$ cat src/rtl/dmem_bus_bridge_pkg.sv
// Shared state encodings and constants for the data-memory bus bridge.
package dmem_bus_bridge_pkg;

  typedef enum logic [1:0] {
    ST_IDLE = 2'b00,
    ST_REQ  = 2'b01,
    ST_DONE = 2'b10
  } state_t;

  localparam int unsigned DEFAULT_TIMEOUT = 64;
  localparam logic [31:0] ZERO_WORD       = '0;

endpackage

$ cat src/rtl/bus_timeout_ctr.sv
// Saturating cycle counter for REQ; o_expired marks the last permitted bus cycle.
module bus_timeout_ctr #(
  parameter int unsigned TIMEOUT = dmem_bus_bridge_pkg::DEFAULT_TIMEOUT
) (
  input  logic i_clk,
  input  logic i_rst_n,
  input  logic i_clr,
  input  logic i_en,
  output logic o_expired
);

  localparam int unsigned    CW   = $clog2(TIMEOUT);
  localparam logic [CW-1:0]  LAST = CW'(TIMEOUT - 1);

  logic [CW-1:0] r_cnt;

  always_ff @(posedge i_clk or negedge i_rst_n) begin
    if (!i_rst_n) begin
      r_cnt <= '0;
    end else if (i_clr) begin
      r_cnt <= '0;
    end else if (i_en && !o_expired) begin
      r_cnt <= r_cnt + CW'(1);
    end
  end

  assign o_expired = (r_cnt == LAST);

endmodule

$ cat src/rtl/dmem_bus_bridge.sv
// Turns single-cycle MEM-stage data strobes into a held req/ack bus transaction,
// stalling the pipeline until the access completes or times out.
module dmem_bus_bridge #(
  parameter int unsigned TIMEOUT = dmem_bus_bridge_pkg::DEFAULT_TIMEOUT
) (
  input  logic        cpu_clk_50M,
  input  logic        cpu_rst_n,
  input  logic        dce,
  input  logic [31:0] daddr,
  input  logic [3:0]  we,
  input  logic [3:0]  dre,
  input  logic [31:0] din,
  output logic        stall_req,
  output logic [31:0] rdata,
  output logic        rdata_valid,
  output logic        bus_err,
  output logic        bus_req,
  output logic        bus_wr,
  output logic [31:0] bus_addr,
  output logic [3:0]  bus_be,
  output logic [31:0] bus_wdata,
  input  logic        bus_ack,
  input  logic [31:0] bus_rdata
);

  import dmem_bus_bridge_pkg::*;

  state_t      r_state;
  logic [31:0] r_addr;
  logic [3:0]  r_be;
  logic        r_wr;
  logic [31:0] r_wdata;
  logic [31:0] r_rdata;
  logic        r_rdata_valid;
  logic        r_err;

  logic w_expired;
  logic w_ctr_clr;
  logic w_ctr_en;
  logic w_unused_addr_lsb;

  assign w_ctr_clr         = (r_state == ST_IDLE);
  assign w_ctr_en          = (r_state == ST_REQ) && !bus_ack;
  assign w_unused_addr_lsb = ^daddr[1:0];

  bus_timeout_ctr #(.TIMEOUT(TIMEOUT)) u_timeout_ctr (
    .i_clk     (cpu_clk_50M),
    .i_rst_n   (cpu_rst_n),
    .i_clr     (w_ctr_clr),
    .i_en      (w_ctr_en),
    .o_expired (w_expired)
  );

  always_ff @(posedge cpu_clk_50M or negedge cpu_rst_n) begin
    if (!cpu_rst_n) begin
      r_state       <= ST_IDLE;
      r_addr        <= ZERO_WORD;
      r_be          <= '0;
      r_wr          <= 1'b0;
      r_wdata       <= ZERO_WORD;
      r_rdata       <= ZERO_WORD;
      r_rdata_valid <= 1'b0;
      r_err         <= 1'b0;
    end else begin
      r_rdata_valid <= 1'b0;
      unique case (r_state)
        ST_IDLE: begin
          if (dce) begin
            r_addr  <= {daddr[31:2], 2'b00};
            r_be    <= we | dre;
            r_wr    <= |we;
            r_wdata <= din;
            r_state <= ST_REQ;
          end
        end
        ST_REQ: begin
          // An ack in the final permitted cycle wins over the timeout.
          if (bus_ack) begin
            if (!r_wr) begin
              r_rdata       <= bus_rdata;
              r_rdata_valid <= 1'b1;
            end
            r_state <= ST_DONE;
          end else if (w_expired) begin
            r_err   <= 1'b1;
            r_state <= ST_DONE;
          end
        end
        ST_DONE: r_state <= ST_IDLE;
        default: r_state <= ST_IDLE;
      endcase
    end
  end

  // Decoded from the async-reset state register so reset drops the request immediately.
  assign bus_req     = (r_state == ST_REQ);
  assign stall_req   = (r_state == ST_REQ) || ((r_state == ST_IDLE) && dce);
  assign bus_wr      = r_wr;
  assign bus_addr    = r_addr;
  assign bus_be      = r_be;
  assign bus_wdata   = r_wdata;
  assign rdata       = r_rdata;
  assign rdata_valid = r_rdata_valid;
  assign bus_err     = r_err;

endmodule

$ cat config.mk
export PLATFORM = sky130hd
export DESIGN_NAME = dmem_bus_bridge
export DESIGN_NICKNAME = d
export VERILOG_FILES = /design/src/rtl/dmem_bus_bridge_pkg.sv /design/src/rtl/bus_timeout_ctr.sv /design/src/rtl/dmem_bus_bridge.sv
export SDC_FILE = /design/constraint.sdc
export NUM_CORES = 1
export LEC_CHECK = 0
export BUFFER_PORTS_ARGS = -buffer_cell sky130_fd_sc_hd__buf_2
export CAP_MARGIN = 0
export CELL_PAD_IN_SITES_DETAIL_PLACEMENT = 2
export CELL_PAD_IN_SITES_GLOBAL_PLACEMENT = 2
export CORE_MARGIN = 5
export CORE_UTILIZATION = 31
export DETAILED_ROUTE_END_ITERATION = 8
export PLACE_DENSITY_LB_ADDON = 0.1
export SLEW_MARGIN = 20
export SYNTH_ARGS = -nofsm -noshare
export SYNTH_HDL_FRONTEND = slang
export SYNTH_SLANG_ARGS = --single-unit
$ cat constraint.sdc
create_clock -name cpu_clk_50M -period 3.61 [get_ports cpu_clk_50M]
set_clock_uncertainty 0.15 [all_clocks]
set_input_delay 0.722 -clock cpu_clk_50M [delete_from_list [all_inputs] [get_ports cpu_clk_50M]]
set_output_delay 0.722 -clock cpu_clk_50M [all_outputs]
set_load 0.01 [all_outputs]
# == Word-level counts from Yosys, hierarchy flattened ==
# Index checks and enable logic that the tools add are counted.
# word_totals
ff_bits,109
elab_cells,39
# op_classes
n_addsub,1
eq_ne,4
muxes,9
bitwise_logic,3
reduce_logical,13
# op_table
operator,n
2-to-1 mux 6 bit,2
adder 6 x 1 -> 6 bit (second input constant),1
equality test 6 bit (second input constant),1
2-to-1 mux 2 bit,3
AND reduction 3 bit,2
OR 4 bit,1
one-hot mux 2 bit (2 select lines),1
AND reduction 2 bit,2
OR reduction 4 bit,1
logical AND 1 bit,3
2-to-1 mux 1 bit,3
inequality test 3 x 1 -> 1 bit (second input constant),1
equality test 2 x 1 -> 1 bit (second input constant),1
zero test 1 bit,2
zero test 2 bit,1
inequality test 2 bit (second input constant),1
inverter 1 bit,2
nonzero test 2 bit,1
logical OR 1 bit,1

# == Logic depth before layout (Yosys ltp) ==
# Gate-level depths: netlist of run 1.
# logic_depth
ltp_word,5
mapped_depth,6

# == By module ==
# From an unflattened synthesis of run 1, not the netlist that was laid out.
# hier_totals
cells_unflattened,276
area_unflattened_um2,4311.6
# by_module_without_submodules
mod,instances,cells_each,area_per_inst_um2
dmem_bus_bridge,1,237,3931.3
bus_timeout_ctr,1,39,380.4

# == Worst setup path after synthesis of run 1 ==
# No wires, ideal clock.
# synth_timing
kind,in2out
startpoint,input dce
endpoint,output stall_req
arrival_ns,1.499
required_time_ns,2.738
path_slack_ns,1.239
cell_stages,4
cell_sequence,nor3b_2 buf_2 buf_4 or2_2
# synth_via
elab_chain_cells,2
# synth_rtl
item,line,source
start: declaration,dmem_bus_bridge.sv:8,"input logic dce,"
logical AND 1 bit,dmem_bus_bridge.sv:97,assign stall_req = (r_state == ST_REQ) || ((r_state == ST_IDLE) && dce);
logical OR 1 bit,dmem_bus_bridge.sv:97,
end: declaration,dmem_bus_bridge.sv:13,"output logic stall_req,"
# No other way between the ends.

# == Final worst setup path of run 1 ==
# layout_timing
startpoint,register r_state[1]
endpoint,output stall_req
# layout_via
elab_chain_cells,3
# layout_rtl
item,line,source
start: declaration,dmem_bus_bridge.sv:28,state_t r_state;
start signal: assignment,dmem_bus_bridge.sv:56,r_state <= ST_IDLE;
start signal: assignment,dmem_bus_bridge.sv:73,r_state <= ST_REQ;
start signal: assignment,dmem_bus_bridge.sv:83,r_state <= ST_DONE;
zero test 2 bit,dmem_bus_bridge.sv:97,
logical AND 1 bit,dmem_bus_bridge.sv:97,
logical OR 1 bit *,dmem_bus_bridge.sv:97,
# Mark *: on every way between the ends. The rest lies on a longest branch, timed or not.

==> results of run 1 <==
synthesized netlist by cell type:
| cell | number | area share, % |
|---|---|---|
| dfrtp_1 | 109 | 64 |
| mux2_2 | 94 | 25 |
| nor2_1 | 11 | 0.97 |
| nand2_1 | 9 | 0.79 |
| a21oi_1 | 8 | 0.94 |
| buf_4 | 7 | 1.2 |
| inv_1 | 4 | 0.35 |
| buf_2 | 3 | 0.35 |
| buf_6 | 3 | 0.79 |
| nand3_1 | 2 | 0.23 |
| o2111ai_1 | 2 | 0.41 |
| o211ai_1 | 2 | 0.35 |
| o21ai_0 | 2 | 0.23 |
| a2111o_1 | 1 | 0.26 |
| a211oi_1 | 1 | 0.18 |
| a21o_1 | 1 | 0.18 |
| a31o_2 | 1 | 0.21 |
| a31oi_1 | 1 | 0.15 |
| and2_1 | 1 | 0.15 |
| and3_1 | 1 | 0.15 |
| clkbuf_2 | 1 | 0.12 |
| conb_1 | 1 | 0.088 |
| ha_1 | 1 | 0.29 |
| nand2b_1 | 1 | 0.15 |
| nand2b_4 | 1 | 0.32 |
| nand3b_1 | 1 | 0.18 |
| nand4b_1 | 1 | 0.21 |
| nor3_4 | 1 | 0.38 |
| nor3b_1 | 1 | 0.18 |
| nor3b_2 | 1 | 0.29 |
| nor4_1 | 1 | 0.15 |
| o221ai_1 | 1 | 0.21 |
| o311ai_0 | 1 | 0.21 |
| o31ai_1 | 1 | 0.18 |
| or2_2 | 1 | 0.15 |
| or4_1 | 1 | 0.18 |
sequential cells by signal (all words and copies together) (netlist names):
name,flops
bus_err,1
bus_addr,30
bus_be,4
bus_wr,1
rdata,32
u_timeout_ctr.r_cnt,6
rdata_valid,1
bus_wdata,32
r_state,2
layer usage:
layer	global-route usage [%]	part of all wire [%]
met5	0	0.33
met4	6.120	2.0
met3	6.803	10
met2	25.58	50
met1	16.64	37
placed cells by master (no fill, tap or decap), drive strengths merged, types with 2 or more instances in the layout:
master,Yosys,routed
o211ai,2,2
bufinv,0,3
o21ai,2,2
conb,1,2
clkbuf,1,10
nand2b,2,2
clkinv,0,2
a21oi,8,8
nor3b,2,2
inv,4,4
nor2,11,11
buf,13,211
nand3,2,2
o2111ai,2,2
dfrtp,109,109
mux2,94,94
nand2,9,9
where the power goes:
part | leakage [µW] | switching (µW) | internal, µW
combinational | 0.00135 | 780 | 810
clock | 0.000163 | 441 | 679
sequential | 0.00130 | 259 | 1730
cell type report:
class / instances / area (µm²) / share of cell area, %
Clock buffer: 10 / 229.0 / 3.925
Sequential cell: 109 / 2728 / 46.76
Multi-Input combinational cell: 153 / 1424 / 24.41
Antenna cell: 1 / 2.502 / 0.04290
Tap cell: 176 / 220.2 / 3.775
Clock inverter: 6 / 111.4 / 1.909
Inverter: 4 / 15.01 / 0.2574
Timing Repair Buffer: 211 / 1104 / 18.92
per-stage QoR:
stage	instance area (µm²)	utilization (%)	power, µW	worst slack [ns]	hold WS (ns)
5_1_grt	5833	43.70	5009	0.9225	0.2949
6_report	5833	43.70	4697	1.020	0.2376
3_5_place_dp	5490	41.13	3656	1.077	0.3405
4_1_cts	5831	43.68	4813	1.001	0.2545
2_1_floorplan	4267	-	2841	1.239	0.2764
3_3_place_gp	5490	41.13	3569	1.098	0.3263
how the worst min path moves through the flow:
stage | endpoint | depth (start not counted) | slack, ns | from
final | bus_wdata[1] | 1 | 0.24 | cpu_rst_n
after global routing | bus_wdata[1] | 1 | 0.29 | cpu_rst_n
after CTS | bus_wdata[1] | 1 | 0.25 | cpu_rst_n
after detailed placement | bus_wdata[16] | 1 | 0.34 | bus_wdata[16]
after global placement | bus_err | 1 | 0.33 | bus_err
after floorplan | bus_addr[10] | 0 | 0.28 | cpu_rst_n
cells by family after synthesis:
logic type      synth area share [%]
flops                          63.99
mux                            24.83
simple gates                   4.462
compound gates                 3.493
buf+inv                        2.847
fa+ha+maj                     0.2935
other cells                  0.08797
==> results by group, run 1 <==
Logic synthesis
  – Flop and latch count out of synthesis: about 110
  – Sequential cell area fraction in the yosys report: 63.99%
  – Library cells used by synthesis: 36
  – Ys Warns: 0
  – Mapped Avg Cell Area: 15.28 µm²
  – Post-Syn Instances: 279
  – Mapped cell area: 0.004263 mm²

Route
  – DRC: 0
  – Drt first-iter violations: 56
  – Vias: ~3.1k
  – Final wirelength: 12190 µm
  – Vias per inst: around 4.6
  – Routed Antenna Nets: 0
  – Pre-antenna DRT Iters: 4
  – Routed len/inst: 18.19 µm

Timing
  – Fin Setup TNS: 0 ns
  – Final min period: 2.590 ns
  – Fmax: just under 400 MHz
  – Final hold viol count: 0
  – Crit share post-route: 71.73%
  – RSZ-0062 raised after global routing: no
  – Endpoints failing setup: 0
  – Worst-margin pin slew: roughly 0.70 ns
  – Max_slew headroom: 53.49%
  – Max-slew violations: 0

Worst setup path
  – CP Capture Type: output port
  – Number of buffers and inverters on the critical path: 2
  – Setup Crit Path Kind: reg2out
  – Crit path DAT: 1.72 ns
  – CP max stage delay: between 0.5 and 0.6 ns
  – CP Max Fanout: 8
  – Reg2Reg Setup Slack: 1.45 ns
  – CP startpoint kind: flop
  – R2r worst-path depth: 4
  – Stages on worst setup path: 4
  – CP required: 2.74 ns
  – FF-to-FF Start: r_state[1]
  – R2r endpoint: rdata[12]
  – Slowest CP cell: dfrtp_1
  – Family with the most delay on the worst path: simple AND/OR/NAND/NOR gates
  – Critical Path Source: r_state[1]
  – Critical Path, Cell by Cell: nand2b_4 -> inv_1 -> or2_2 -> buf_2
  – Worst Setup EP: stall_req

Run
  – Number of max-cap violations: 0

Global route
  – Largest net degree at the start of global routing: 74
  – Vias in the first global route: roughly 3.6k
  – Initial antenna violation count: 3
  – Grt ovf: 0
  – Gr usage total: 15.16%
  – First-pass GRT wire length: 19160 µm

Power and ir drop
  – Max VDD drop: 290.4 µV
  – Leak: 0.002807 µW
  – PD cells: 805.2 mW/mm²

Min path
  – Min-delay worst type: in2async

Die
  – Total core area: 0.01335 mm²
  – Initial Util: 31.94%
  – Die area: 0.01620 mm²
  – Die Ht: between 100 and 150 µm
  – DIE WIDTH: approximately 130 µm
  – Rows: 42
  – I/O Pins: 213

Layout
  – Fill count: 1394
  – Fin cells: 670
  – Fraction of layout instances using a drive strength above 1: between 60% and 70%
  – P&R area growth vs syn: 36.84%
  – Fin nets: 597

Clock network
  – Root buffer cell: clkbuf_16
  – Cts repair resizes: 0
  – Skew-Pair Late Insertion Delay: 0.34 ns
  – # hold bufs at CTS: 0
  – H-tree levels: 3
  – TritonCTS clock tree: done
  – CTS max path bufs: 2
  – CTS sink count: 109
  – Setup bufs post-CTS: 0
  – Total CTS buffers: 9
  – Register clock-pin slew on the reported worst setup and hold paths: ~0.070 ns

Placed design
  – Dpl cells: 653
  – Routability Congestion: ~0.73
  – Hpwl dp: 9345 µm
  – PortBufs: 208

Run status
  – Status: completed
(Power assumes the default switching activity.)
==> run 2: changes to the inputs <==
- CORE_UTILIZATION: 31 -> 29
- clock period: 3.61 -> 2.6 ns (I/O delays scaled with it)
==> results by group, run 2 (synthesis results as in run 1) <==
Run status
  – Status: completed

Route
  – Metal-1 WL: 4666 µm (+2.7%)
  – Drt first-iter violations: 86 (+54%)
  – DRC: 0 (unchanged)
  – Routed wl met3: 1171 µm (-6.2%)
  – Top routing layer in use: met5
  – Final wirelength: 12190 µm (about the same)
  – Routed len/inst: 17.95 µm (-1.3%)
  – Pre-antenna DRT Iters: 4 (unchanged)
  – Routed Antenna Nets: 0 (unchanged)
  – Vias per inst: 4.573 (-1.5%)
  – Vias: 3105 (-0.19%)
  – Routed wl met2: 6041 µm (-1.1%)

Placed design
  – PortBufs: 208 (unchanged)
  – Dpl cells: 663 (+1.5%)
  – Placed Instance Area: 0.005515 mm² (+0.46%)
  – Hpwl dp: 9269 µm (-0.81%)
  – Pre-CTS WS: 0.6389 ns (-0.4378 ns)
  – Routability Congestion: 0.7456 (+1.7%)

Clock network
  – TritonCTS clock tree: done
  – # hold bufs at CTS: 0 (unchanged)
  – Skew-Pair Late Insertion Delay: 0.34 ns (about the same)
  – Total CTS buffers: 9 (unchanged)
  – Root buffer cell: clkbuf_16
  – Register clock-pin slew on the reported worst setup and hold paths: 0.07 ns (about the same)
  – Cts repair resizes: 0 (unchanged)
  – Setup bufs post-CTS: 0 (unchanged)
  – CTS max path bufs: 2 (unchanged)
  – CTS sink count: 109 (unchanged)
  – H-tree levels: 3 (unchanged)

Die
  – Initial Util: 29.44% (-2.5 points)
  – I/O Pins: 213 (unchanged)
  – Die Ht: 131.2 µm (+3.1%)
  – Die area: 0.01722 mm² (+6.3%)
  – DIE WIDTH: 131.2 µm (+3.1%)
  – Total core area: 0.01448 mm² (+8.5%)
  – Rows: 44 (+4.8%)

Layout
  – Fill count: 1491 (+7.0%)
  – Sequential Area: 0.002728 mm² (unchanged)
  – Commonest non-fill, non-tap cell in the layout: buf_2
  – Fin cells: 679 (+1.3%)
  – N_diodes: 0 (-1)
  – Multi-input logic area: 0.001424 mm² (unchanged)
  – P&R area growth vs syn: 37.22%
  – Final Cell Area: 0.005849 mm² (+0.28%)
  – Fraction of layout instances using a drive strength above 1: 66.26% (+0.34 points)
  – Fin nets: 599 (+0.34%)
  – Most frequent cells in the layout: buf_2 (207), dfrtp_1 (109), mux2_2 (94)

Worst setup path
  – CP Capture Type: output port
  – CP max stage delay: 0.53 ns (about the same)
  – R2r worst-path depth: 3 (-1)
  – Crit path DAT: 1.65 ns (-0.07 ns)
  – Slowest CP cell: dfrtp_1
  – CP Max Fanout: 8 (unchanged)
  – Critical Path, Cell by Cell: nand2b_4 -> inv_1 -> or2_2 -> buf_2
  – Setup Crit Path Kind: reg2out
  – CP startpoint kind: flop
  – Reg2Reg Setup Slack: 0.74 ns (-0.71 ns)
  – CP required: 1.93 ns (-0.81 ns)

Min path
  – Min-delay worst type: in2async

Power and ir drop
  – Internal Pwr Total: 4432 µW (+38%)
  – Net load switching power: 2059 µW (+39%)
  – Total power draw: 6492 µW (+38%)
  – Switching Fraction: 31.72% (+0.22 points)
  – Logic gate share of total power: 34.2% (+0.3 points)
  – PD cells: 1110 mW/mm² (+38%)
  – Leak: 0.002817 µW (+0.35%)
  – Flop pwr share: 42.4% (about the same)
  – Clk pwr share: 23.3% (-0.5 points)
  – Max VDD drop: 483.4 µV (+66%)

Global route
  – Gr usage total: 14.27% (-0.88 points)
  – Largest net degree at the start of global routing: 110 (+49%)
  – Grt ovf: 0 (unchanged)
  – First-pass GRT wire length: 19460 µm (+1.6%)
  – Initial antenna violation count: 4 (+1)
  – Vias in the first global route: 3557 (-1.1%)

Timing
  – RSZ-0062 raised after global routing: no
  – Worst-margin pin slew: 0.6220 ns (-0.07333 ns)
  – Crit share post-route: 89.11%
  – Fin Setup TNS: 0 ns (unchanged)
  – Final worst slack: 0.2832 ns (-0.7372 ns)
  – Max-slew violations: 0 (unchanged)
  – Final hold viol count: 0 (unchanged)
  – Endpoints failing setup: 0 (unchanged)
  – Max_slew headroom: 58.53% (+5.0 points)
  – Fmax: 431.6 MHz
  – Final min period: about 2.3 ns

Run
  – Number of max-cap violations: 0 (unchanged)
==> run 2: power by group through the flow <==
| stage | clock, µW | sequential (µW) | combinational [µW] |
|---|---|---|---|
| floorplan | 0 | 3110 | 830 |
| global placement | 0 | 2740 | 2240 |
| detailed placement | 0 | 2790 | 2290 |
| CTS | 1590 | 2770 | 2300 |
| global route | 1650 | 2850 | 2420 |
| finish | 1510 | 2750 | 2220 |
==> run 2: routing by layer <==
layer / vias up / global-route usage (%)
li1: 1400 / -
met1: 1548 / 15.61
met2: 125 / 23.73
met3: 24 / 7.416
met4: 8 / 5.081
met5: - / 0
==> run 2: final cells by class <==
type | count | area share (%)
inverters | 4 | 0.2567
clock inverters | 5 | 1.390
multi-input cells | 153 | 24.34
repair buffers | 213 | 19.12
well taps | 184 | 3.936
flip-flops and latches | 109 | 46.63
clock buffers | 11 | 4.321
==> run 2: final timing paths <==
kind / start / endpoint
setup / recovery: r_state[0] / stall_req
min in group cpu_clk_50M: din[16] / bus_wdata[16]
hold reg to reg: bus_err / bus_err
setup reg to reg: r_state[0] / bus_addr[17]
hold / removal: cpu_rst_n / bus_addr[25]
max in group asynchronous: cpu_rst_n / bus_wdata[3]
==> run 2: through the flow <==
stage                     hold WS, ns  util, %
after floorplan               0.07441        -
after global placement         0.3167    38.09
after detailed placement       0.3205    38.09
after CTS                      0.1201    40.40
after global routing           0.1415    40.40
final                         0.07069    40.40
==> run 2: worst max-delay path, delay by kind of cell (launching register included) <==
| family | cells | cell delay [ns] |
|---|---|---|
| flip-flops | 1 | 0.53 |
| AND/OR/NAND/NOR | 2 | 0.50 |
| buffers and inverters | 2 | 0.28 |
==> run 3: changes to the inputs <==
- SYNTH_HIERARCHICAL: unset -> 1
==> results by group, run 3 <==
Clock network
  – CTS max path bufs: 2 (unchanged)
  – Root buffer cell: clkbuf_16
  – TritonCTS clock tree: done
  – H-tree levels: 3 (unchanged)
  – Setup bufs post-CTS: 0 (unchanged)
  – Register clock-pin slew on the reported worst setup and hold paths: 0.07 ns (about the same)
  – Skew-Pair Late Insertion Delay: 0.35 ns (about the same)
  – CTS sink count: 109 (unchanged)
  – Total CTS buffers: 9 (unchanged)

Logic synthesis
  – Synth Area in Compound Gates: 2.060% (-1.4 points)
  – Top cell type's share of synthesized area: 63.26% (-0.72 points)
  – Mapped Avg Cell Area: 15.62 µm² (+2.2%)
  – Post-Syn Instances: 276 (-1.1%)
  – Flop and latch count out of synthesis: 109 (unchanged)
  – Ys Warns: 6 (+6)
  – Yosys top cell by area: dfrtp_1
  – Library cells used by synthesis: 36 (unchanged)
  – Most common cell in the synthesized netlist: dfrtp_1
  – Post-synthesis mux area share: 25.74% (+0.91 points)
  – Asr flop ratio synth: 100.0% (unchanged)
  – Mapped cell area: 0.004312 mm² (+1.1%)
  – Area contributors post-synth: dfrtp_1 (63%), mux2_2 (17%), mux2_1 (7.6%)
  – Sequential cell area fraction in the yosys report: 63.26% (-0.72 points)
  – Largest family of logic cells by synthesized area: multiplexers
  – Synth cell count leaders: dfrtp_1 (109), mux2_2 (66), mux2_1 (29)
  – Post-synth EDFFs: 0 (unchanged)
  – Post-Synth Adder-Cell Area: 0.2902% (-0.0033 points)
  – Ys flop type: dfrtp_1
  – Post-Synth XOR/XNOR Area: 0% (unchanged)
  – Post-Synth Simple-Gate Area: 4.556% (+0.095 points)

Timing
  – Final min period: 2.210 ns (-0.1064 ns)
  – Worst-margin pin slew: 0.5448 ns (-0.07728 ns)
  – Final hold viol count: 0 (unchanged)
  – RSZ-0062 raised after global routing: no
  – Final worst slack: 0.3897 ns (+0.1064 ns)
  – Fmax: 452.4 MHz (+4.8%)
  – Max_slew headroom: 63.55% (+5.0 points)
  – Fin Setup TNS: 0 ns (unchanged)
  – Crit share post-route: 85.01% (-4.1 points)
  – Endpoints failing setup: 0 (unchanged)
  – Max-slew violations: 0 (unchanged)

Power and ir drop
  – Net load switching power: 2069 µW (+0.47%)
  – Switching Fraction: 31.29% (-0.44 points)
  – Clk pwr share: 24.9% (+1.6 points)
  – Internal Pwr Total: 4544 µW (+2.5%)
  – PD cells: 1115 mW/mm² (+0.51%)
  – Flop pwr share: 41.7% (-0.7 points)
  – Leak: 0.002952 µW (+4.8%)
  – Logic gate share of total power: 33.4% (-0.8 points)
  – Max VDD drop: 430.7 µV (-11%)

Layout
  – P&R area growth vs syn: 37.49%
  – Fin nets: 598 (-0.17%)
  – Fraction of layout instances using a drive strength above 1: 60.93% (-5.3 points)
  – Commonest non-fill, non-tap cell in the layout: buf_2
  – Most frequent cells in the layout: buf_2 (207), dfrtp_1 (109), mux2_2 (66)
  – N_diodes: 0 (unchanged)

Die
  – Initial Util: 29.67% (+0.22 points)
  – I/O Pins: 213 (unchanged)
  – Die Ht: 131.9 µm (+0.53%)
  – Die area: 0.01741 mm² (+1.1%)
  – DIE WIDTH: 131.9 µm (+0.53%)
  – Rows: 44 (unchanged)
  – Total core area: 0.01453 mm² (+0.38%)

Route
  – Vias per inst: 4.527 (-1.0%)
  – Final wirelength: 12370 µm (+1.5%)
  – Pre-antenna DRT Iters: 4 (unchanged)
  – Routed Antenna Nets: 0 (unchanged)
  – Drt first-iter violations: 88 (+2.3%)
  – Routed len/inst: 18.25 µm (+1.7%)
  – Vias: 3069 (-1.2%)
  – DRC: 0 (unchanged)

Global route
  – Largest net degree at the start of global routing: 59 (-46%)
  – Gr usage total: 14.37% (+0.095 points)
  – Vias in the first global route: 3528 (-0.82%)
  – First-pass GRT wire length: 19660 µm (+1.0%)
  – Initial antenna violation count: 1 (-3)
  – Grt ovf: 0 (unchanged)

Worst setup path
  – Crit path DAT: 1.54 ns (-0.11 ns)
  – Critical Path, Cell by Cell: or3b_2 -> nand2_1 -> buf_2
  – CP Max Fanout: 6 (-2)
  – CP startpoint kind: flop
  – Slowest CP cell: or3b_2
  – CP max stage delay: 0.50 ns (-0.03 ns)
  – CP required: 1.93 ns (about the same)
  – Setup Crit Path Kind: reg2out
  – CP Capture Type: output port

Placed design
  – Routability Congestion: 0.7030 (-5.7%)
  – PortBufs: 208 (unchanged)
  – Hpwl dp: 9565 µm (+3.2%)
  – Pre-CTS WS: 0.5694 ns (-0.06952 ns)

Min path
  – Min-delay worst type: in2reg

Run
  – Number of max-cap violations: 0 (unchanged)

Run status
  – Status: completed
-- run 3: cell types whose count changed after synthesis, moves of 3 or more --
cell     previous run  this run
nand2_1             9         4
inv_1               4         8
nor3b_1             1         4
a21oi_1             8         2
mux2_2             94        66
buf_8               0         3
nor2_1             11         8
mux2i_1             0         4
mux2_1              0        29
-- run 3: power groups by stage --
stage               clock network [µW]  registers [µW]  logic (µW)
floorplan                            0            3120         813
global placement                     0            2740        2220
detailed placement                   0            2800        2280
CTS                               1710            2780        2290
global route                      1770            2860        2420
finish                            1640            2760        2210
-- run 3: stage by stage --
step	total power (µW)	std cells	area, µm²	hold slack [ns]	util, %
2_1_floorplan	3929	277	4315	0.07441	-
3_3_place_gp	4964	661	5558	0.2767	38.24
3_5_place_dp	5083	661	5558	0.2762	38.24
4_1_cts	6773	678	5928	0.2128	40.79
5_1_grt	7046	678	5928	0.2231	40.79
6_report	6613	678	5928	0.2305	40.79
-- run 3: path summary, 6_finish.rpt --
check / from / endpoint / slack (ns) / cells after the start
setup / recovery: r_state[1] / stall_req / 0.39 / 3
max in group asynchronous: cpu_rst_n / rdata[29] / 1.11 / 3
hold / removal: bus_rdata[9] / rdata[9] / 0.23 / 2
setup reg to reg: r_state[1] / rdata[20] / 0.73 / 3
min in group asynchronous: cpu_rst_n / bus_wdata[27] / 0.44 / 2
hold reg to reg: bus_err / bus_err / 0.31 / 1
-- run 3: what timing repair did --
item	CTS	global route
resized for setup	0	0
hold endpoints to repair	19	0
hold buffers	1	0
-- run 3: area by class of cell --
cell class / count / area, µm²
repair buffers: 216 / 1144
inverters: 8 / 30.03
multi-input cells: 145 / 1436
well taps: 184 / 230.2
flip-flops and latches: 109 / 2728
fillers: 1516 / 8606
clock buffers: 13 / 270.3
clock inverters: 3 / 90.09
-- run 3: cell families after synthesis --
family | after synthesis
other cells | 1
buf+inv | 23
simple gates | 31
flops | 109
mux | 99
fa+ha+maj | 1
compound gates | 12
-- run 3: critical path: cells and delay by family (launching register included) --
family / cells / cell delay, ns
flip-flops: 1 / 0.48
AND/OR/NAND/NOR: 2 / 0.58
buffers and inverters: 1 / 0.13
-- run 3: routing by layer --
layer | GRT usage [%] | share of wire (%)
met3 | 5.916 | 8.0
met2 | 25.27 | 52
met4 | 4.914 | 1.7
met5 | 0 | 0.089
met1 | 15.60 | 38
